### src/rtl/phys_reg_reclaim_unit.sv
// Commit-side producer for the physical register free list: filters retiring
// old tags, buffers them in a small FIFO and feeds the free list one per cycle.
module phys_reg_reclaim_unit #(
  parameter int RECLAIM_DEPTH  = 4,
  parameter int PHYS_REG_TAG_W = 7
) (
  input  logic                      CLK,
  input  logic                      nRST,
  input  logic                      commit_valid,
  input  logic                      commit_reg_write,
  input  logic [PHYS_REG_TAG_W-1:0] commit_old_phys_reg_tag,
  output logic                      commit_ready,
  output logic                      enqueue_valid,
  output logic [PHYS_REG_TAG_W-1:0] enqueue_phys_reg_tag,
  input  logic                      free_list_full,
  input  logic                      drain_req,
  output logic                      drained,
  output logic                      overflow_error,
  output logic [31:0]               reclaim_count,
  output logic [1:0]                dbg_state
);

  localparam int IDX_W = $clog2(RECLAIM_DEPTH);
  localparam int PTR_W = IDX_W + 1;

  typedef enum logic [1:0] {
    ST_RUN     = 2'd0,
    ST_DRAIN   = 2'd1,
    ST_DRAINED = 2'd2
  } state_e;

  state_e                    state_q, state_d;
  logic [PTR_W-1:0]          head_q, head_d, tail_q, tail_d;
  logic [PHYS_REG_TAG_W-1:0] mem_q [RECLAIM_DEPTH];
  logic [PHYS_REG_TAG_W-1:0] mem_d [RECLAIM_DEPTH];
  logic                      overflow_q, overflow_d;
  logic [31:0]               count_q, count_d;

  logic             empty, full, push, pop, last_pop;
  logic [PTR_W-1:0] occupancy;

  // Handshakes: a commit transfers when commit_valid & commit_ready; a tag
  // transfers to the free list whenever enqueue_valid is high (the free list
  // has no separate ready, only free_list_full which gates enqueue_valid).
  assign empty        = (head_q == tail_q);
  assign full         = (head_q[IDX_W-1:0] == tail_q[IDX_W-1:0]) &&
                        (head_q[IDX_W] != tail_q[IDX_W]);
  assign occupancy    = tail_q - head_q;
  assign commit_ready = ~full & (state_q == ST_RUN);
  assign push         = commit_valid & commit_ready & commit_reg_write &
                        (commit_old_phys_reg_tag != '0);
  assign pop          = ~empty & ~free_list_full;
  assign last_pop     = pop && (occupancy == PTR_W'(1));

  assign enqueue_valid        = pop;
  assign enqueue_phys_reg_tag = mem_q[head_q[IDX_W-1:0]];
  assign drained              = (state_q == ST_DRAINED);
  assign overflow_error       = overflow_q;
  assign reclaim_count        = count_q;
  assign dbg_state            = state_q;

  always_comb begin
    mem_d      = mem_q;
    head_d     = head_q;
    tail_d     = tail_q;
    count_d    = count_q;
    overflow_d = overflow_q | (commit_valid & ~commit_ready);
    if (push) begin
      mem_d[tail_q[IDX_W-1:0]] = commit_old_phys_reg_tag;
      tail_d                   = tail_q + PTR_W'(1);
    end
    if (pop) begin
      head_d  = head_q + PTR_W'(1);
      count_d = count_q + 32'd1;
    end
  end

  // Intake is already stopped in DRAIN, so the pop alone decides emptiness.
  always_comb begin
    state_d = state_q;
    case (state_q)
      ST_RUN:     if (drain_req) state_d = ST_DRAIN;
      ST_DRAIN: begin
        if (!drain_req)              state_d = ST_RUN;
        else if (empty || last_pop)  state_d = ST_DRAINED;
      end
      ST_DRAINED: if (!drain_req) state_d = ST_RUN;
      default:    state_d = ST_RUN;
    endcase
  end

  always_ff @(posedge CLK or negedge nRST) begin
    if (!nRST) begin
      state_q    <= ST_RUN;
      head_q     <= '0;
      tail_q     <= '0;
      mem_q      <= '{default: '0};
      overflow_q <= 1'b0;
      count_q    <= '0;
    end else begin
      state_q    <= state_d;
      head_q     <= head_d;
      tail_q     <= tail_d;
      mem_q      <= mem_d;
      overflow_q <= overflow_d;
      count_q    <= count_d;
    end
  end

endmodule

### config.mk
export PLATFORM = sky130hd
export DESIGN_NAME = phys_reg_reclaim_unit
export DESIGN_NICKNAME = d
export VERILOG_FILES = /design/src/rtl/phys_reg_reclaim_unit.sv
export SDC_FILE = /design/constraint.sdc
export NUM_CORES = 1
export LEC_CHECK = 0
export ABC_AREA = 0
export CAP_MARGIN = 5
export CORE_ASPECT_RATIO = 1.75
export CORE_MARGIN = 3
export CORE_UTILIZATION = 25
export CTS_CLUSTER_DIAMETER = 100
export DETAILED_ROUTE_END_ITERATION = 6
export HOLD_SLACK_MARGIN = 0.05
export PLACE_DENSITY = 0.48
export SYNTH_ARGS = -nofsm -noshare
export SYNTH_HDL_FRONTEND = slang
export SYNTH_SLANG_ARGS = --single-unit
### constraint.sdc
create_clock -name CLK -period 2.2 [get_ports CLK]
set_input_delay 0.22 -clock CLK [delete_from_list [all_inputs] [get_ports CLK]]
set_output_delay 0.22 -clock CLK [all_outputs]
set_load 0.01 [all_outputs]
-- Yosys cells after proc, flatten, opt, wreduce, memory -nomap -nowiden
Cells that the tools add are included.
- word-level logic and storage cells: 56
- input bits: 13
- bits in registers: 69
- add/sub/neg operators: 4
- bitwise gates (word level): 13
- order comparisons: 3
- equality and inequality tests: 9
- muxes and demuxes: 11
- reductions and logical operators: 7
- operators by type and width (cell ; number):
    adder 32 x 1 -> 32 bit (second input constant) ; 1
    bitwise mux 28 bit ; 1
    two-way mux 7 bit ; 3
    binary-select mux 7 bit (select 2 bit) ; 1
    demux 7 bit (select 2 bit) ; 1
    two-way mux 2 bit ; 4
    nonzero test 7 bit ; 1
    adder 3 x 1 -> 3 bit (second input constant) ; 2
    AND 1 bit ; 6
    >= comparator 3 bit (second input constant) ; 2
    NOT 2 -> 3 bit ; 2
    case mux 2 bit (3 select lines) ; 1
    != test 2 bit (second input constant) ; 2
    NOT 1 bit ; 4
    equality test 3 x 1 -> 1 bit (second input constant) ; 1
    equality test 3 bit ; 1
    logical AND 1 bit ; 3
    less-than comparator 3 x 1 -> 1 bit (second input constant) ; 1
    != test 3 bit (second input constant) ; 1
    AND reduction 3 bit ; 1
    subtractor 3 bit ; 1
    equality test 2 x 1 -> 1 bit (second input constant) ; 1
    equality test 2 bit ; 1
    equality test 2 bit (second input constant) ; 1
    other kinds (4) ; 4

-- Logic depth before layout (Yosys ltp)
Gate-level depths: netlist of the first run.
- depth in word-level cells: 8
- mapped depth: 7

-- Least setup slack after synthesis of the first run
No wires, ideal clock.
- kind: flip-flop to flip-flop
- start point: register head_q[1]
- end point: register mem_q[0] (netlist name)
- clock period less this slack: 2.433 ns
- path slack: -0.233 ns
- arrival: 2.308 ns
- setup time: 0.125 ns
- stages on the path, launching flop included: 8
- data required time: 2.075 ns
- path through: dfrtp_1 clkbuf_1 inv_1 ha_1 and2_0 a211oi_4 nand3_2 mux2_2
- cells in the longest elaborated chain, start to end: 7
- RTL lines (item ; RTL line ; RTL):
    start, declared ; 33 ; logic [PTR_W-1:0] head_q, head_d, tail_q, tail_d;
    start signal, assigned ; 95 ; head_q <= '0;
    start signal, assigned ; 102 ; head_q <= head_d;
    equality test 2 bit ; 46 ; assign full = (head_q[IDX_W-1:0] == tail_q[IDX_W-1:0]) &&
    logical AND 1 bit ; 46 ;
    NOT 1 bit ; 49 ; assign commit_ready = ~full & (state_q == ST_RUN);
    AND 1 bit ; 49 ;
    named net commit_ready ; 12 ; output logic commit_ready,
    AND 1 bit (3 in series) ; 50 ; assign push = commit_valid & commit_ready & commit_reg_write &
    end signal, assigned ; 104 ; mem_q <= mem_d;
    end, declared ; 34 ; logic [PHYS_REG_TAG_W-1:0] mem_q [RECLAIM_DEPTH];
The timed path passes the listed nets, and every way through them passes these cells.
A chain may end at the register's enable or synchronous reset.

-- Final worst setup path of the first run
- start point: register head_q[0]
- end point: output enqueue_phys_reg_tag[4]
- cells in the longest elaborated chain, start to end: 4
- RTL lines (item ; RTL line ; RTL):
    NOT 2 -> 3 bit (implied by the code) ; 56 ; assign enqueue_phys_reg_tag = mem_q[head_q[IDX_W-1:0]];
    binary-select mux 7 bit (select 2 bit) ; 56 ;
    two-way mux 7 bit (implied by the code) (2 in series) ; 56 ;
    end, declared ; 14 ; output logic [PHYS_REG_TAG_W-1:0] enqueue_phys_reg_tag,
No other way between the ends. The select of a mux whose other input is x is not followed.

==> metrics.txt, run 1 <==
# TYPE chip_impl_metric gauge
chip_impl_metric{name="fp-row-count",unit=""} 54
chip_impl_metric{name="synth.mux.area_fraction",unit="%"} 15.1
chip_impl_metric{name="boundary_pin_count",unit=""} 58
chip_impl_metric{name="grt_usage",unit="%"} 11.8
chip_impl_metric{name="postSynthNetCount",unit=""} 277
chip_impl_info{name="hold_class",value="input pin to asynchronous set/reset pin"} 1
chip_impl_info{name="critical_path.endpoint_type",value="primary output"} 1
chip_impl_metric{name="synthesis.area",unit="um^2"} 3270
chip_impl_info{name="endpoint",value="enqueue_phys_reg_tag[4]"} 1
chip_impl_metric{name="number_of_levels_the_h_tree_was_split_into",unit=""} 3
chip_impl_metric{name="worst-slew-pin-transition",unit="ns"} 0.857
chip_impl_metric{name="final_hold_viol_count",unit=""} 0
chip_impl_info{name="cp-startpoint",value="head_q[0]$_DFFE_PN0P_"} 1
chip_impl_metric{name="vdd_drop_max",unit="V"} 0.000600
chip_impl_info{name="critPathKind",value="flop to primary output"} 1
chip_impl_info{name="cp-start-kind",value="flop"} 1
chip_impl_metric{name="synth_cell_type_count",unit=""} 36
chip_impl_info{name="run_status",value="completed"} 1
chip_impl_metric{name="min_period",unit="ns"} 2.13
chip_impl_info{name="root_buffer",value="sky130_fd_sc_hd__clkbuf_16"} 1
chip_impl_metric{name="timing.clock.skew",unit="ns"} 0.00908
chip_impl_info{name="cts_tree",value="built"} 1
chip_impl_metric{name="syn_avg_cell_area",unit="um^2"} 12.8
chip_impl_metric{name="drt_wl_total",unit="um"} 7970
chip_impl_metric{name="numClockSinks",unit=""} 69
chip_impl_metric{name="floorplan.die.height",unit="um"} 157
chip_impl_metric{name="timing.hold.ws",unit="ns"} 0.454
chip_impl_info{name="crit-reg2reg-capture",value="mem_q[6]$_DFFE_PN0P_"} 1
chip_impl_metric{name="ys_ff_latch",unit=""} 69
chip_impl_metric{name="area_fraction_in_compound_gates_after_synthesis",unit="%"} 2.87
chip_impl_metric{name="largest_net_degree_at_the_start_of_global_routing",unit=""} 28
chip_impl_metric{name="synthesis.yosys.warnings",unit=""} 0
chip_impl_metric{name="synth_cells",unit=""} 255
chip_impl_metric{name="number_of_cells_on_the_worst_reg_to_reg_path",unit=""} 7
chip_impl_info{name="synth.largest_area_cell",value="sky130_fd_sc_hd__dfrtp_1"} 1
chip_impl_metric{name="place_congestion",unit=""} 0.726
chip_impl_metric{name="post_route_cells_drive_above_1_share",unit="%"} 22.6
chip_impl_metric{name="die_area",unit="um^2"} 14600
chip_impl_metric{name="drc_errors",unit=""} 0
chip_impl_metric{name="tritoncts.num_buffers",unit=""} 9
chip_impl_metric{name="core",unit="um^2"} 12600
chip_impl_metric{name="instances_no_fill",unit=""} 509
chip_impl_metric{name="worst_skew_pair.late_latency",unit="ns"} 0.33
chip_impl_metric{name="antenna_found_initial",unit=""} 0
chip_impl_metric{name="drt_pre_antenna_iters",unit=""} 4
chip_impl_metric{name="power_density",unit="nW/um^2"} 1250
chip_impl_metric{name="grt_first_pass_wirelength",unit="um"} 13100
chip_impl_metric{name="detailedRoute.firstIterationViolations",unit=""} 46
chip_impl_metric{name="drv_slew",unit=""} 0
chip_impl_metric{name="synth_seq_area_share",unit="%"} 52.8
chip_impl_metric{name="die_x",unit="um"} 92.5
chip_impl_metric{name="number_of_nets_at_the_end_of_the_flow",unit=""} 358
chip_impl_metric{name="num_antenna_cells",unit=""} 0
chip_impl_metric{name="clkTransAtPathRegs",unit="ns"} 0.05
chip_impl_info{name="synth_top_cells_by_area",value="sky130_fd_sc_hd__dfrtp_1 53%, sky130_fd_sc_hd__mux2_2 10%, sky130_fd_sc_hd__xor2_1 7.0%"} 1
chip_impl_metric{name="crit_arrival",unit="ns"} 1.91
chip_impl_metric{name="p_leak",unit="nW"} 2.06
chip_impl_metric{name="adder_cell_share_of_the_synthesized_area",unit="%"} 3.67
chip_impl_metric{name="critPathRequiredTime",unit="ns"} 1.98
chip_impl_metric{name="fin_crit_sh",unit="%"} 96.7
chip_impl_metric{name="avgViaCountPerCell",unit=""} 4.50
chip_impl_metric{name="ant_nets",unit=""} 0
chip_impl_metric{name="via_count_of_the_first_global_routing_pass",unit=""} 2531
chip_impl_metric{name="yosys.area_share.simple",unit="%"} 13.5
chip_impl_metric{name="post_synth_xor_area_fraction",unit="%"} 10.9
chip_impl_metric{name="wire_per_inst",unit="um"} 15.7
chip_impl_metric{name="timing.slew.headroom",unit="%"} 42.8
chip_impl_info{name="crit-reg2reg-launch",value="tail_q[0]$_DFFE_PN0P_"} 1
chip_impl_metric{name="max_cap_viol_count",unit=""} 0
chip_impl_info{name="largest_family_of_logic_cells_by_synthesized_area",value="multiplexers"} 1
chip_impl_metric{name="start_util",unit="%"} 25.9
chip_impl_metric{name="timing.fmax",unit="MHz"} 470
chip_impl_metric{name="numPlacedInstances",unit=""} 488
chip_impl_metric{name="grt-ovfl-total",unit=""} 0
chip_impl_info{name="most_common_cell_after_layout_fill_and_taps_aside",value="sky130_fd_sc_hd__dfrtp_1"} 1
chip_impl_metric{name="place_hpwl",unit="um"} 5910
chip_impl_metric{name="report.final.setup_viol",unit=""} 0
chip_impl_metric{name="max-clock-path-buffers",unit=""} 2
chip_impl_metric{name="route.vias.total",unit=""} 2293
chip_impl_metric{name="critical_path.max_fanout",unit=""} 7
chip_impl_metric{name="port_buffers",unit=""} 57
chip_impl_metric{name="area_growth_from_synthesis_to_layout",unit="%"} 37.6
chip_impl_info{name="mostFrequentLayoutCells",value="69 x sky130_fd_sc_hd__dfrtp_1, 50 x sky130_fd_sc_hd__clkdlybuf4s50_1, 30 x sky130_fd_sc_hd__mux2_2"} 1
chip_impl_metric{name="register_to_register_setup_slack",unit="ns"} 0.10
chip_impl_metric{name="synth_largest_type_area_fraction",unit="%"} 52.8
-- worst max-delay path, stage by stage (launching register included) --
cell                              delay (ns)
sky130_fd_sc_hd__dfrtp_1                0.41
sky130_fd_sc_hd__buf_8                  0.16
sky130_fd_sc_hd__mux4_2                 0.52
sky130_fd_sc_hd__clkdlybuf4s50_1        0.49
-- sequential cells by signal, indices dropped and copies added, names as in the netlist --
signal,count
head_q,3
tail_q,3
reclaim_count,32
dbg_state,2
overflow_error,1
mem_q,28
-- stage by stage --
stage | utilization (%) | TNS [ns] | power (mW) | instance area, um^2 | worst slack [ns]
3_5_place_dp | 32.8 | 0 | 4.22 | 4150 | 0.00305
3_3_place_gp | 32.8 | 0 | 4.15 | 4150 | 0.00839
5_1_grt | 35.7 | -0.0226 | 6.01 | 4500 | -0.0106
2_1_floorplan | - | 0 | 3.28 | 3290 | 0.0339
4_1_cts | 35.2 | 0 | 5.66 | 4450 | 0.0000302
6_report | 35.7 | 0 | 5.65 | 4500 | 0.0725
-- final cells by class --
type / count / area (um^2)
Fill cell: 1299 / 8130
Tap cell: 168 / 210
Clock buffer: 12 / 236
Multi-Input combinational cell: 176 / 1540
Timing Repair Buffer: 74 / 719
Inverter: 6 / 22.5
Sequential cell: 69 / 1730
Clock inverter: 4 / 48.8
-- logic make-up (layout without fill, tap and decap cells) --
| family | Yosys count | after routing |
|---|---|---|
| flip-flops | 69 | 69 |
| XOR/XNOR | 38 | 38 |
| adder cells (fa/ha/maj) | 9 | 9 |
| multiplexers | 37 | 37 |
| AO/OA/AOI/OAI | 12 | 12 |
| AND/OR/NAND/NOR | 80 | 80 |
| buffers and inverters | 10 | 96 |
-- how the worst min path moves through the flow --
stage	start	to	slack (ns)	cells after the start
6_report	nRST	reclaim_count[29]$_DFFE_PN0P_	0.45	2
5_1_grt	reclaim_count[31]$_DFFE_PN0P_	reclaim_count[31]$_DFFE_PN0P_	0.49	1
4_1_cts	nRST	reclaim_count[12]$_DFFE_PN0P_	0.47	2
3_5_place_dp	nRST	reclaim_count[29]$_DFFE_PN0P_	0.29	1
3_3_place_gp	nRST	reclaim_count[29]$_DFFE_PN0P_	0.28	1
2_1_floorplan	nRST	dbg_state[0]$_DFFE_PN0P_	-0.08	0
-- cells in the mapped netlist --
cell and n:
sky130_fd_sc_hd__o21ai_1 1, sky130_fd_sc_hd__o21ai_0 2, sky130_fd_sc_hd__nand2b_1 1, sky130_fd_sc_hd__mux4_2 7
sky130_fd_sc_hd__dfrtp_1 69, sky130_fd_sc_hd__xnor2_1 10, sky130_fd_sc_hd__inv_1 6, sky130_fd_sc_hd__a32o_1 1
sky130_fd_sc_hd__nand2_1 19, sky130_fd_sc_hd__fa_1 1, sky130_fd_sc_hd__and3b_1 2, sky130_fd_sc_hd__and3_1 4
sky130_fd_sc_hd__mux2_2 30, sky130_fd_sc_hd__xor2_2 1, sky130_fd_sc_hd__xnor3_4 1, sky130_fd_sc_hd__nand4_1 6
sky130_fd_sc_hd__and4_1 4, sky130_fd_sc_hd__a21oi_2 1, sky130_fd_sc_hd__nand3_1 7, sky130_fd_sc_hd__clkbuf_2 1
sky130_fd_sc_hd__nor2_1 7, sky130_fd_sc_hd__nor4_1 6, sky130_fd_sc_hd__o211ai_1 2, sky130_fd_sc_hd__nand3_2 4
sky130_fd_sc_hd__and2_1 1, sky130_fd_sc_hd__a211oi_4 1, sky130_fd_sc_hd__o21bai_1 1, sky130_fd_sc_hd__clkbuf_1 3
sky130_fd_sc_hd__ha_1 8, sky130_fd_sc_hd__a21oi_1 2, sky130_fd_sc_hd__and2_0 1, sky130_fd_sc_hd__nand4b_1 1
sky130_fd_sc_hd__xor2_1 26, sky130_fd_sc_hd__nor2b_1 2, sky130_fd_sc_hd__nor3_1 15, sky130_fd_sc_hd__a21boi_0 1
-- routing by layer --
layer | track usage, % | part of all wire (%)
met5 | 0 | 0
met4 | 5.10 | 1.6
met3 | 2.68 | 4.1
met2 | 21.4 | 56
met1 | 13.0 | 39
-- power breakdown --
part | internal [mW] | switching (mW)
logic | 1.28 | 0.988
registers | 1.65 | 0.306
clock network | 0.877 | 0.538
-- timing repair --
item | in CTS | in global routing
hold buffers | 1 | 0
gates cloned | 0 | 0
resized for setup | 5 | 10
buffers inserted | 0 | 4
endpoints found under the hold margin | 23 | 0
endpoints found under the setup margin | 16 | 34
(Power assumes the default switching activity.)
==> inputs of run 2 (changes only) <==
--- a/config.mk
+++ b/config.mk
@@ -5,15 +5,15 @@
 export SDC_FILE = /design/constraint.sdc
 export NUM_CORES = 1
 export LEC_CHECK = 0
-export ABC_AREA = 0
+export ABC_AREA = 1
 export CAP_MARGIN = 5
 export CORE_ASPECT_RATIO = 1.75
 export CORE_MARGIN = 3
-export CORE_UTILIZATION = 25
+export CORE_UTILIZATION = 50
 export CTS_CLUSTER_DIAMETER = 100
 export DETAILED_ROUTE_END_ITERATION = 6
 export HOLD_SLACK_MARGIN = 0.05
-export PLACE_DENSITY = 0.48
+export PLACE_DENSITY = 0.8
 export SYNTH_ARGS = -nofsm -noshare
 export SYNTH_HDL_FRONTEND = slang
 export SYNTH_SLANG_ARGS = --single-unit
==> metrics.txt, run 2 <==
# TYPE chip_impl_metric gauge
chip_impl_info{name="run_status",value="completed"} 1
chip_impl_metric{name="instances_no_fill",unit=""} 709
chip_impl_metric{name="drc_errors",unit=""} 0
chip_impl_info{name="mostFrequentLayoutCells",value="215 x sky130_fd_sc_hd__nand2_1, 69 x sky130_fd_sc_hd__dfrtp_1, 65 x sky130_fd_sc_hd__nor2_1"} 1
chip_impl_metric{name="synth_cell_type_count",unit=""} 33
chip_impl_info{name="synth_ff_type",value="sky130_fd_sc_hd__dfrtp_1"} 1
chip_impl_metric{name="numClockSinks",unit=""} 69
chip_impl_metric{name="critical_path.max_fanout",unit=""} 15
chip_impl_metric{name="grt-ovfl-total",unit=""} 0
chip_impl_metric{name="yosys.area_share.simple",unit="%"} 40.5
chip_impl_metric{name="worst-slew-pin-transition",unit="ns"} 0.590
chip_impl_metric{name="critPathRequiredTime",unit="ns"} 1.98
chip_impl_metric{name="totalPowerFinal",unit="mW"} 5.65
chip_impl_metric{name="power_switching",unit="mW"} 2.24
chip_impl_metric{name="max-clock-path-buffers",unit=""} 2
chip_impl_info{name="cp-start-kind",value="flop"} 1
chip_impl_metric{name="number_of_enable_type_register_cells_in_the_synthesized_netlist",unit=""} 0
chip_impl_info{name="root_buffer",value="sky130_fd_sc_hd__clkbuf_16"} 1
chip_impl_info{name="synth_top_cells_by_area",value="sky130_fd_sc_hd__dfrtp_1 42%, sky130_fd_sc_hd__nand2_1 20%, sky130_fd_sc_hd__nor2_1 6.0%"} 1
chip_impl_metric{name="num_antenna_cells",unit=""} 0
chip_impl_metric{name="core",unit="um^2"} 7910
chip_impl_metric{name="timing.slew.headroom",unit="%"} 60.7
chip_impl_metric{name="synth.mux.area_fraction",unit="%"} 0
chip_impl_metric{name="die_x",unit="um"} 74.2
chip_impl_metric{name="antenna_found_initial",unit=""} 0
chip_impl_info{name="largest_family_of_logic_cells_by_synthesized_area",value="simple AND/OR/NAND/NOR gates"} 1
chip_impl_metric{name="number_of_levels_the_h_tree_was_split_into",unit=""} 3
chip_impl_metric{name="place_hpwl",unit="um"} 8280
chip_impl_metric{name="avgViaCountPerCell",unit=""} 5.54
chip_impl_metric{name="grt_first_pass_wirelength",unit="um"} 18200
chip_impl_info{name="synth_most_common_cell",value="sky130_fd_sc_hd__nand2_1"} 1
chip_impl_metric{name="p_int",unit="mW"} 3.42
chip_impl_metric{name="vdd_drop_max",unit="V"} 0.000539
chip_impl_metric{name="grt_usage",unit="%"} 25.6
chip_impl_metric{name="max_cap_viol_count",unit=""} 0
chip_impl_metric{name="synthesis.yosys.warnings",unit=""} 0
chip_impl_metric{name="drv_slew",unit=""} 0
chip_impl_metric{name="largest_register_ff_count",unit=""} 32
chip_impl_metric{name="totalNegativeSetupSlack",unit="ns"} 0
chip_impl_metric{name="pwr-share-comb",unit="%"} 42.3
chip_impl_metric{name="drt_wl_total",unit="um"} 11000
chip_impl_metric{name="postLayoutCoreUtil",unit="%"} 64.2
chip_impl_info{name="critical_path.endpoint_type",value="primary output"} 1
chip_impl_metric{name="wire_per_inst",unit="um"} 15.6
chip_impl_metric{name="ant_nets",unit=""} 0
chip_impl_info{name="cts_tree",value="built"} 1
chip_impl_metric{name="synthesis.area",unit="um^2"} 4080
chip_impl_metric{name="timing.fmax",unit="MHz"} 480
chip_impl_info{name="critPathKind",value="flop to primary output"} 1
chip_impl_metric{name="syn_avg_cell_area",unit="um^2"} 7.48
chip_impl_metric{name="final_area",unit="um^2"} 5080
chip_impl_metric{name="power_switching_share",unit="%"} 39.6
chip_impl_metric{name="boundary_pin_count",unit=""} 58
chip_impl_metric{name="drt_pre_antenna_iters",unit=""} 5
chip_impl_metric{name="port_buffers",unit=""} 57
chip_impl_metric{name="clk_pwr_share",unit="%"} 23.8
chip_impl_metric{name="dpl-instance-area",unit="um^2"} 4760
chip_impl_metric{name="preCtsSetupSlack",unit="ns"} 0.198
chip_impl_metric{name="largest_net_degree_at_the_start_of_global_routing",unit=""} 47
chip_impl_metric{name="die_area",unit="um^2"} 9310
chip_impl_metric{name="tritoncts.num_buffers",unit=""} 9
chip_impl_info{name="rsz0062_at_grt",value="false"} 1
chip_impl_metric{name="power_density",unit="nW/um^2"} 1110
chip_impl_metric{name="post_synth_xor_area_fraction",unit="%"} 3.19
chip_impl_info{name="synth_common_cells",value="215 x sky130_fd_sc_hd__nand2_1, 69 x sky130_fd_sc_hd__dfrtp_1, 65 x sky130_fd_sc_hd__nor2_1, 43 x sky130_fd_sc_hd__inv_1, 34 x sky130_fd_sc_hd__nand4_1"} 1
chip_impl_metric{name="floorplan.die.height",unit="um"} 125
chip_impl_info{name="synth.largest_area_cell",value="sky130_fd_sc_hd__dfrtp_1"} 1
chip_impl_info{name="hold_class",value="input pin to asynchronous set/reset pin"} 1
chip_impl_metric{name="filler_cell_count",unit=""} 677
chip_impl_metric{name="ys_ff_latch",unit=""} 69
chip_impl_metric{name="synth_seq_area_share",unit="%"} 42.4
chip_impl_metric{name="worst_skew_pair.late_latency",unit="ns"} 0.33
chip_impl_metric{name="fin_crit_sh",unit="%"} 94.6
chip_impl_metric{name="setup_slack",unit="ns"} 0.118
chip_impl_metric{name="fp-row-count",unit=""} 43
chip_impl_metric{name="post_route_cells_drive_above_1_share",unit="%"} 10.0
chip_impl_metric{name="numPlacedInstances",unit=""} 690
chip_impl_metric{name="synth_largest_type_area_fraction",unit="%"} 42.4
chip_impl_info{name="most_common_cell_after_layout_fill_and_taps_aside",value="sky130_fd_sc_hd__nand2_1"} 1
chip_impl_metric{name="p_leak",unit="nW"} 2.40
chip_impl_metric{name="min_period",unit="ns"} 2.08
chip_impl_metric{name="timing.clock.skew",unit="ns"} 0.00691
chip_impl_metric{name="clkTransAtPathRegs",unit="ns"} 0.06
chip_impl_metric{name="start_util",unit="%"} 51.5
chip_impl_metric{name="postSynthNetCount",unit=""} 567
chip_impl_metric{name="adder_cell_share_of_the_synthesized_area",unit="%"} 2.95
chip_impl_metric{name="synthArstFlopShare",unit="%"} 100
chip_impl_metric{name="via_count_of_the_first_global_routing_pass",unit=""} 3925
chip_impl_metric{name="area_fraction_in_compound_gates_after_synthesis",unit="%"} 3.93
chip_impl_metric{name="final_hold_viol_count",unit=""} 0
chip_impl_metric{name="detailedRoute.firstIterationViolations",unit=""} 311
chip_impl_metric{name="place_congestion",unit=""} 0.985
chip_impl_metric{name="timing.hold.ws",unit="ns"} 0.426
chip_impl_metric{name="area_growth_from_synthesis_to_layout",unit="%"} 24.6
chip_impl_metric{name="report.final.setup_viol",unit=""} 0
chip_impl_metric{name="p_seq_share",unit="%"} 33.8
chip_impl_metric{name="synth_cells",unit=""} 545
chip_impl_metric{name="number_of_nets_at_the_end_of_the_flow",unit=""} 636
chip_impl_metric{name="route.vias.total",unit=""} 3929
chip_impl_metric{name="crit_arrival",unit="ns"} 1.86
[run 2: worst paths after layout]
check,start,cells after the start,endpoint,slack (ns)
max,head_q[0]$_DFFE_PN0P_,4,enqueue_phys_reg_tag[5],0.12
min,nRST,2,mem_q[27]$_DFFE_PN0P_,0.43
max reg2reg,head_q[0]$_DFFE_PN0P_,10,reclaim_count[13]$_DFFE_PN0P_,0.27
min reg2reg,mem_q[8]$_DFFE_PN0P_,2,mem_q[8]$_DFFE_PN0P_,0.47
max in group asynchronous,nRST,3,reclaim_count[23]$_DFFE_PN0P_,1.12
min in group CLK,drain_req,3,dbg_state[1]$_DFFE_PN0P_,0.46
[run 2: worst max-delay path, stage by stage, from the launching register on]
cell                              delay (ns)
sky130_fd_sc_hd__dfrtp_1                0.41
sky130_fd_sc_hd__buf_4                  0.23
sky130_fd_sc_hd__o21ai_0                0.11
sky130_fd_sc_hd__o22ai_1                0.20
sky130_fd_sc_hd__clkdlybuf4s50_1        0.57
[run 2: final cells by class]
| cell class | instances | area [um^2] | share of cell area [%] |
|---|---|---|---|
| tap | 90 | 113 | 2.22 |
| multi-input combinational | 415 | 2070 | 40.7 |
| inverter | 45 | 173 | 3.40 |
| sequential | 69 | 1730 | 34.0 |
| clock buffer | 12 | 256 | 5.05 |
| clock inverter | 4 | 22.5 | 0.444 |
| timing repair buffer | 74 | 718 | 14.1 |
[run 2: cell families after synthesis]
logic type      after synthesis
simple gates                364
flops                        69
buf+inv                      61
compound gates               28
xor+xnor                     14
fa+ha+maj                     9
[run 2: timing repair]
action / 4_1_cts / 5_1_grt
resized for setup: 4 / 1
endpoints found under the hold margin: 23 / 0
endpoints found under the setup margin: 2 / 7
gates cloned: 0 / 0
hold buffers: 1 / 0
setup buffers: 1 / 1
[run 2: power groups by stage]
stage               combinational [mW]  sequential (mW)  clock, mW
detailed placement                2.34             1.92          0
global route                      2.65             1.95       1.43
finish                            2.39             1.91       1.35
floorplan                         1.51             1.88          0
CTS                               2.38             1.90       1.38
global placement                  2.29             1.91          0
[run 2: per-layer routing]
layer  track usage, %  share of wire, %  vias up
li1                 -                 -     1882
met1             26.7                35     1833
met2             43.9                54      161
met3             5.71               5.3       53
met4             17.2               5.8        0
met5                0                 0        -
==> inputs of run 3 (changes only) <==
--- a/config.mk
+++ b/config.mk
@@ -7,13 +7,14 @@
 export LEC_CHECK = 0
 export ABC_AREA = 1
 export CAP_MARGIN = 5
-export CORE_ASPECT_RATIO = 1.75
+export CORE_ASPECT_RATIO = 0.8
 export CORE_MARGIN = 3
 export CORE_UTILIZATION = 50
 export CTS_CLUSTER_DIAMETER = 100
 export DETAILED_ROUTE_END_ITERATION = 6
 export HOLD_SLACK_MARGIN = 0.05
 export PLACE_DENSITY = 0.8
+export RECOVER_POWER = 50
 export SYNTH_ARGS = -nofsm -noshare
 export SYNTH_HDL_FRONTEND = slang
 export SYNTH_SLANG_ARGS = --single-unit
==> metrics.txt, run 3 (synthesis gave the netlist of run 2 again) <==
# TYPE chip_impl_metric gauge
chip_impl_metric{name="grt_util_met1",unit="%"} 34.9
chip_impl_metric{name="antenna_found_initial",unit=""} 0
chip_impl_metric{name="register_area",unit="um^2"} 1730
chip_impl_info{name="cts_tree",value="built"} 1
chip_impl_metric{name="clkTransAtPathRegs",unit="ns"} 0.08
chip_impl_metric{name="die_x",unit="um"} 107
chip_impl_metric{name="clk_pwr_share",unit="%"} 19.7
chip_impl_metric{name="globalRouteMet2Util",unit="%"} 35.4
chip_impl_metric{name="grt_usage",unit="%"} 24.0
chip_impl_metric{name="wire_per_inst",unit="um"} 14.4
chip_impl_info{name="grt_most_used_layer",value="met2"} 1
chip_impl_metric{name="route.vias.total",unit=""} 3850
chip_impl_metric{name="p_leak",unit="nW"} 2.42
chip_impl_info{name="root_buffer",value="sky130_fd_sc_hd__clkbuf_8"} 1
chip_impl_metric{name="min_period",unit="ns"} 2.15
chip_impl_info{name="worst_hold_path.endpoint",value="dbg_state[1]$_DFFE_PN0P_"} 1
chip_impl_metric{name="number_of_nets_at_the_end_of_the_flow",unit=""} 635
chip_impl_metric{name="grt-ovfl-total",unit=""} 0
chip_impl_metric{name="totalPowerFinal",unit="mW"} 5.43
chip_impl_metric{name="multi_input_comb_area",unit="um^2"} 2070
chip_impl_metric{name="core",unit="um^2"} 7640
chip_impl_metric{name="totalNegativeSetupSlack",unit="ns"} 0
chip_impl_metric{name="pwr-share-comb",unit="%"} 46.0
chip_impl_metric{name="max-clock-path-buffers",unit=""} 2
chip_impl_metric{name="timing.hold.ws",unit="ns"} 0.436
chip_impl_metric{name="port_buffers",unit=""} 57
chip_impl_metric{name="largest_net_degree_at_the_start_of_global_routing",unit=""} 49
chip_impl_metric{name="vdd_drop_max",unit="V"} 0.000686
chip_impl_metric{name="detailedRoute.firstIterationViolations",unit=""} 281
chip_impl_metric{name="crit_arrival",unit="ns"} 1.93
chip_impl_metric{name="critPathRequiredTime",unit="ns"} 1.98
chip_impl_info{name="slowest_stage",value="sky130_fd_sc_hd__clkdlybuf4s50_1"} 1
chip_impl_metric{name="timing.fmax",unit="MHz"} 465
chip_impl_metric{name="max_cap_viol_count",unit=""} 0
chip_impl_info{name="crit-reg2reg-capture",value="reclaim_count[23]$_DFFE_PN0P_"} 1
chip_impl_metric{name="power_switching",unit="mW"} 2.25
chip_impl_metric{name="avgViaCountPerCell",unit=""} 5.33
chip_impl_info{name="critical_path.endpoint_type",value="primary output"} 1
chip_impl_metric{name="drt_wl_total",unit="um"} 10400
chip_impl_metric{name="largest_register_ff_count",unit=""} 32
chip_impl_metric{name="drc_errors",unit=""} 0
chip_impl_metric{name="instances_no_fill",unit=""} 723
chip_impl_info{name="crit-reg2reg-launch",value="head_q[0]$_DFFE_PN0P_"} 1
chip_impl_info{name="mostFrequentLayoutCells",value="215 x sky130_fd_sc_hd__nand2_1, 69 x sky130_fd_sc_hd__dfrtp_1, 65 x sky130_fd_sc_hd__nor2_1"} 1
chip_impl_metric{name="grtUsageMet3",unit="%"} 5.06
chip_impl_metric{name="report.final.setup_viol",unit=""} 0
chip_impl_info{name="run_status",value="completed"} 1
chip_impl_metric{name="p_seq_share",unit="%"} 34.3
chip_impl_metric{name="number_of_cells_on_the_worst_reg_to_reg_path",unit=""} 10
chip_impl_metric{name="final_hold_viol_count",unit=""} 0
chip_impl_info{name="worstHoldStart",value="drain_req"} 1
chip_impl_metric{name="place_congestion",unit=""} 0.969
chip_impl_metric{name="critical_path.max_fanout",unit=""} 13
chip_impl_metric{name="power_switching_share",unit="%"} 41.4
chip_impl_info{name="rsz0062_at_grt",value="true"} 1
chip_impl_metric{name="grt_first_pass_wirelength",unit="um"} 17400
chip_impl_metric{name="cpPeakStageDelay",unit="ns"} 0.48
chip_impl_metric{name="drt_pre_antenna_iters",unit=""} 6
chip_impl_metric{name="floorplan.die.height",unit="um"} 86.8
chip_impl_metric{name="start_util",unit="%"} 53.4
chip_impl_metric{name="num_antenna_cells",unit=""} 0
chip_impl_info{name="most_common_cell_after_layout_fill_and_taps_aside",value="sky130_fd_sc_hd__nand2_1"} 1
chip_impl_metric{name="post_route_cells_drive_above_1_share",unit="%"} 9.87
chip_impl_metric{name="tritoncts.num_buffers",unit=""} 9
chip_impl_metric{name="p_int",unit="mW"} 3.19
chip_impl_metric{name="timing.slew.headroom",unit="%"} 13.6
chip_impl_metric{name="boundary_pin_count",unit=""} 58
chip_impl_metric{name="fp-row-count",unit=""} 28
chip_impl_metric{name="min_path_cells",unit=""} 3
chip_impl_metric{name="via_count_of_the_first_global_routing_pass",unit=""} 3531
chip_impl_metric{name="worst_skew_pair.late_latency",unit="ns"} 0.36
chip_impl_metric{name="place_hpwl",unit="um"} 7500
chip_impl_info{name="critPathKind",value="flop to primary output"} 1
chip_impl_metric{name="timing.clock.skew",unit="ns"} 0.0123
chip_impl_metric{name="power_density",unit="nW/um^2"} 1080
chip_impl_metric{name="filler_cell_count",unit=""} 658
chip_impl_metric{name="number_of_levels_the_h_tree_was_split_into",unit=""} 3
chip_impl_metric{name="die_area",unit="um^2"} 9280
chip_impl_metric{name="fin_crit_sh",unit="%"} 97.7
chip_impl_metric{name="area_growth_from_synthesis_to_layout",unit="%"} 23.1
chip_impl_info{name="cp_cell_sequence",value="clkinvlp_4 -> buf_4 -> nor2_1 -> o22ai_1 -> clkdlybuf4s50_1"} 1
chip_impl_metric{name="numClockSinks",unit=""} 69
chip_impl_metric{name="drv_slew",unit=""} 0
chip_impl_info{name="cp-start-kind",value="flop"} 1
chip_impl_metric{name="register_to_register_setup_slack",unit="ns"} 0.26
chip_impl_info{name="hold_class",value="input pin to flop"} 1
chip_impl_metric{name="worst-slew-pin-transition",unit="ns"} 1.30
chip_impl_metric{name="numPlacedInstances",unit=""} 699
chip_impl_metric{name="ant_nets",unit=""} 0
==> run 3: how the worst max path moves through the flow <==
stage / startpoint / to / slack (ns) / cells after the start
2_1_floorplan: head_q[1]$_DFFE_PN0P_ / reclaim_count[10]$_DFFE_PN0P_ / 0.48 / 10
3_3_place_gp: tail_q[0]$_DFFE_PN0P_ / enqueue_valid / 0.27 / 8
3_5_place_dp: tail_q[0]$_DFFE_PN0P_ / enqueue_valid / 0.24 / 8
4_1_cts: head_q[0]$_DFFE_PN0P_ / enqueue_phys_reg_tag[0] / 0.06 / 4
5_1_grt: head_q[0]$_DFFE_PN0P_ / enqueue_phys_reg_tag[2] / -0.04 / 5
6_report: head_q[0]$_DFFE_PN0P_ / enqueue_phys_reg_tag[2] / 0.05 / 5
==> run 3: timing repair <==
action	CTS	global route
setup endpoints to repair	6	5
gates resized for setup	5	3
hold buffers	1	0
setup buffers	2	5
hold endpoints to repair	21	0
==> run 3: layout make-up <==
type,instances,share of cell area (%)
clock buffers,10,2.74
clock inverters,6,1.25
inverters,45,3.44
multi-input cells,415,41.2
flip-flops and latches,69,34.4
well taps,105,2.62
repair buffers,73,14.3
==> run 3: through the flow <==
stage	setup slack, ns	instance area [um^2]	util (%)
after floorplan	0.483	4080	-
after global placement	0.269	4740	62.0
after detailed placement	0.241	4740	62.0
after CTS	0.0605	4970	65.1
after global routing	-0.0371	5020	65.7
final	0.0498	5020	65.7
==> run 3: metal layers <==
metal	up-vias	share of wire [%]
li1	1876	-
met1	1763	47
met2	181	43
met3	30	8.4
met4	0	2.0
met5	-	0
==> run 3: worst max-delay path, delay by kind of cell, from the launching register on <==
family,cells,cell delay [ns]
AND/OR/NAND/NOR,1,0.09
AO/OA/AOI/OAI,1,0.10
flip-flops,1,0.43
buffers and inverters,3,0.95
==> run 3: power by group through the flow <==
stage	logic, mW	registers [mW]	clock network (mW)
2_1_floorplan	1.51	1.88	0
3_3_place_gp	2.30	1.86	0
3_5_place_dp	2.35	1.88	0
4_1_cts	2.42	1.85	1.09
5_1_grt	2.75	1.91	1.14
6_report	2.50	1.86	1.07
==> RTL edit, RTL diff (settings of run 2) <==
Put one more register stage on the output `overflow_error`, with the module's reset. The value now appears one clock later. The other outputs are not delayed to match.
--- a/src/rtl/phys_reg_reclaim_unit.sv
+++ b/src/rtl/phys_reg_reclaim_unit.sv
@@ -55,7 +55,13 @@
   assign enqueue_valid        = pop;
   assign enqueue_phys_reg_tag = mem_q[head_q[IDX_W-1:0]];
   assign drained              = (state_q == ST_DRAINED);
-  assign overflow_error       = overflow_q;
+  always_ff @(posedge CLK or negedge nRST) begin
+    if (!nRST) begin
+      overflow_error <= '0;
+    end else begin
+      overflow_error <= overflow_q;
+    end
+  end
   assign reclaim_count        = count_q;
   assign dbg_state            = state_q;
 
Check against the original RTL: not equivalent (Yosys sat finds a counterexample within 4 cycles, from zero or initial values and one cycle with nRST low).
==> RTL edit against run 2 <==
  * Via count fell by 0.99%
  * Synthesized area rose by 0.61%
  * Worst setup slack got worse by 31 ps
  * Design area rose by 0.15%
  * Critical path depth did not move
  * Wire length fell by 3.7%
  * Non-clock buffer count fell by 3
  * Sequential cell count rose by 1
  * Power rose by 0.66%
  * Sequential power barely moved
==> RTL edit: results (changes against run 2) <==
- The run finished with clean final reports.
- The wire length of the first global-routing pass was 18,000 µm (-1.1%).
- The worst hold slack after final layout is 393 ps (-33.8 ps).
- The number of DRC markers after the initial detailed-route iteration is 226 (-27%).
- The synthesized-area fraction occupied by xor and xnor cells is 3.17% (-0.019 points).
- The mean area per synthesized cell is 7.51 µm² (+0.43%).
- The via count of the first global-routing pass is 3,945 (+0.51%).
- The most critical setup path has its endpoint at enqueue_phys_reg_tag[3].
- The reported leakage power was 2.40 nW (+0.21%).
- The sum of net half-perimeters after detailed placement came to 7910 µm (-4.5%).
- The largest individual stage delay along the critical path comes from the cell sky130_fd_sc_hd__clkdlybuf4s50_1.
- By area the synthesized netlist is led by sky130_fd_sc_hd__dfrtp_1 (43%), sky130_fd_sc_hd__nand2_1 (20%), sky130_fd_sc_hd__nor2_1 (6.0%).
- The worst clock skew came to 7.96 ps (+1.04 ps).
- The class of the tightest hold or removal check is register to register.
- The adder-cell share of the synthesized area is 2.93% (-0.018 points).
- The setup slack on the worst flop-to-flop path came to 290 ps (+20 ps).
- The fraction of the mapped netlist area in compound gates came to 3.91% (-0.024 points).
- The synthesized net count is 568 (+0.18%).
- The worst relative slew slack is 58.4% (-2.3 points).
- The critical path arrival is 1890 ps (+30 ps).
- The overall global routing resource usage is 24.8% (-0.84 points).
- The routability-driven placement congestion ratio is 0.917 (-6.9%).
- The critical path's largest stage delay is 490 ps (-80 ps).
- Counting instances in the post-synthesis netlist gives the leading cell types as sky130_fd_sc_hd__nand2_1 (215), sky130_fd_sc_hd__dfrtp_1 (70), sky130_fd_sc_hd__nor2_1 (65).
- The largest vdd supply drop came to 1090 µV (+100%).
- The cell count after placement is 688 (-0.29%).
- The routed wire length is 10,600 µm (-3.7%).
- The count of distinct cell types in the synthesized netlist was 33 (unchanged).
- The net count of the finished layout is 634 (-0.31%).
- The worst register-to-register path ends at mem_q[8].
- The final cell count without fillers came to 707 (-0.28%).
- The total of fill cells in the finished design is 695 (+2.7%).
[RTL edit: power by group through the flow]
stage          registers [W]  clock network [W]  logic, W
6_report             0.00191            0.00139   0.00239
3_5_place_dp         0.00192                  0   0.00236
5_1_grt              0.00195            0.00148   0.00267
2_1_floorplan        0.00190                  0   0.00151
3_3_place_gp         0.00190                  0   0.00231
4_1_cts              0.00189            0.00142   0.00240
[RTL edit: layer usage]
metal	track usage (%)	up-vias	share of wire (%)	wire, µm
li1	-	1877	-	-
met1	26.8	1811	36	3830
met2	43.0	155	54	5720
met3	4.55	47	4.6	491
met4	14.7	0	5.5	587
met5	0	-	0	0
[RTL edit: through the flow]
step | cell area [µm²] | TNS (ps) | worst slack [ps]
floorplan | 4100 | 0 | 483
global placement | 4770 | 0 | 331
detailed placement | 4770 | 0 | 242
CTS | 5070 | -29.7 | -29.7
global route | 5080 | 0 | 10.7
finish | 5080 | 0 | 86.7
[RTL edit: cell families (layout without fill, tap and decap cells)]
kind of cell	after synthesis	after routing
simple gates	364	364
xor+xnor	14	14
flops	70	70
buf+inv	61	132
compound gates	28	28
fa+ha+maj	9	9
[RTL edit: repair_timing]
action                                  4_1_cts  5_1_grt
buffers inserted                              1        1
hold endpoints to repair                     22        0
hold buffers                                  1        0
endpoints found under the setup margin        3        8
gates resized for setup                       2        2
[RTL edit: critical path: cells and delay by family (launching register included)]
family / cells / cell delay (ps)
AO/OA/AOI/OAI: 2 / 380
buffers and inverters: 2 / 760
flip-flops: 1 / 420
[RTL edit: layout make-up]
| class | instances | area share (%) |
|---|---|---|
| clock buffers | 13 | 5.32 |
| clock inverters | 3 | 0.345 |
| inverters | 45 | 3.40 |
| multi-input cells | 415 | 40.5 |
| flip-flops and latches | 70 | 34.5 |
| well taps | 90 | 2.22 |
| repair buffers | 71 | 13.8 |
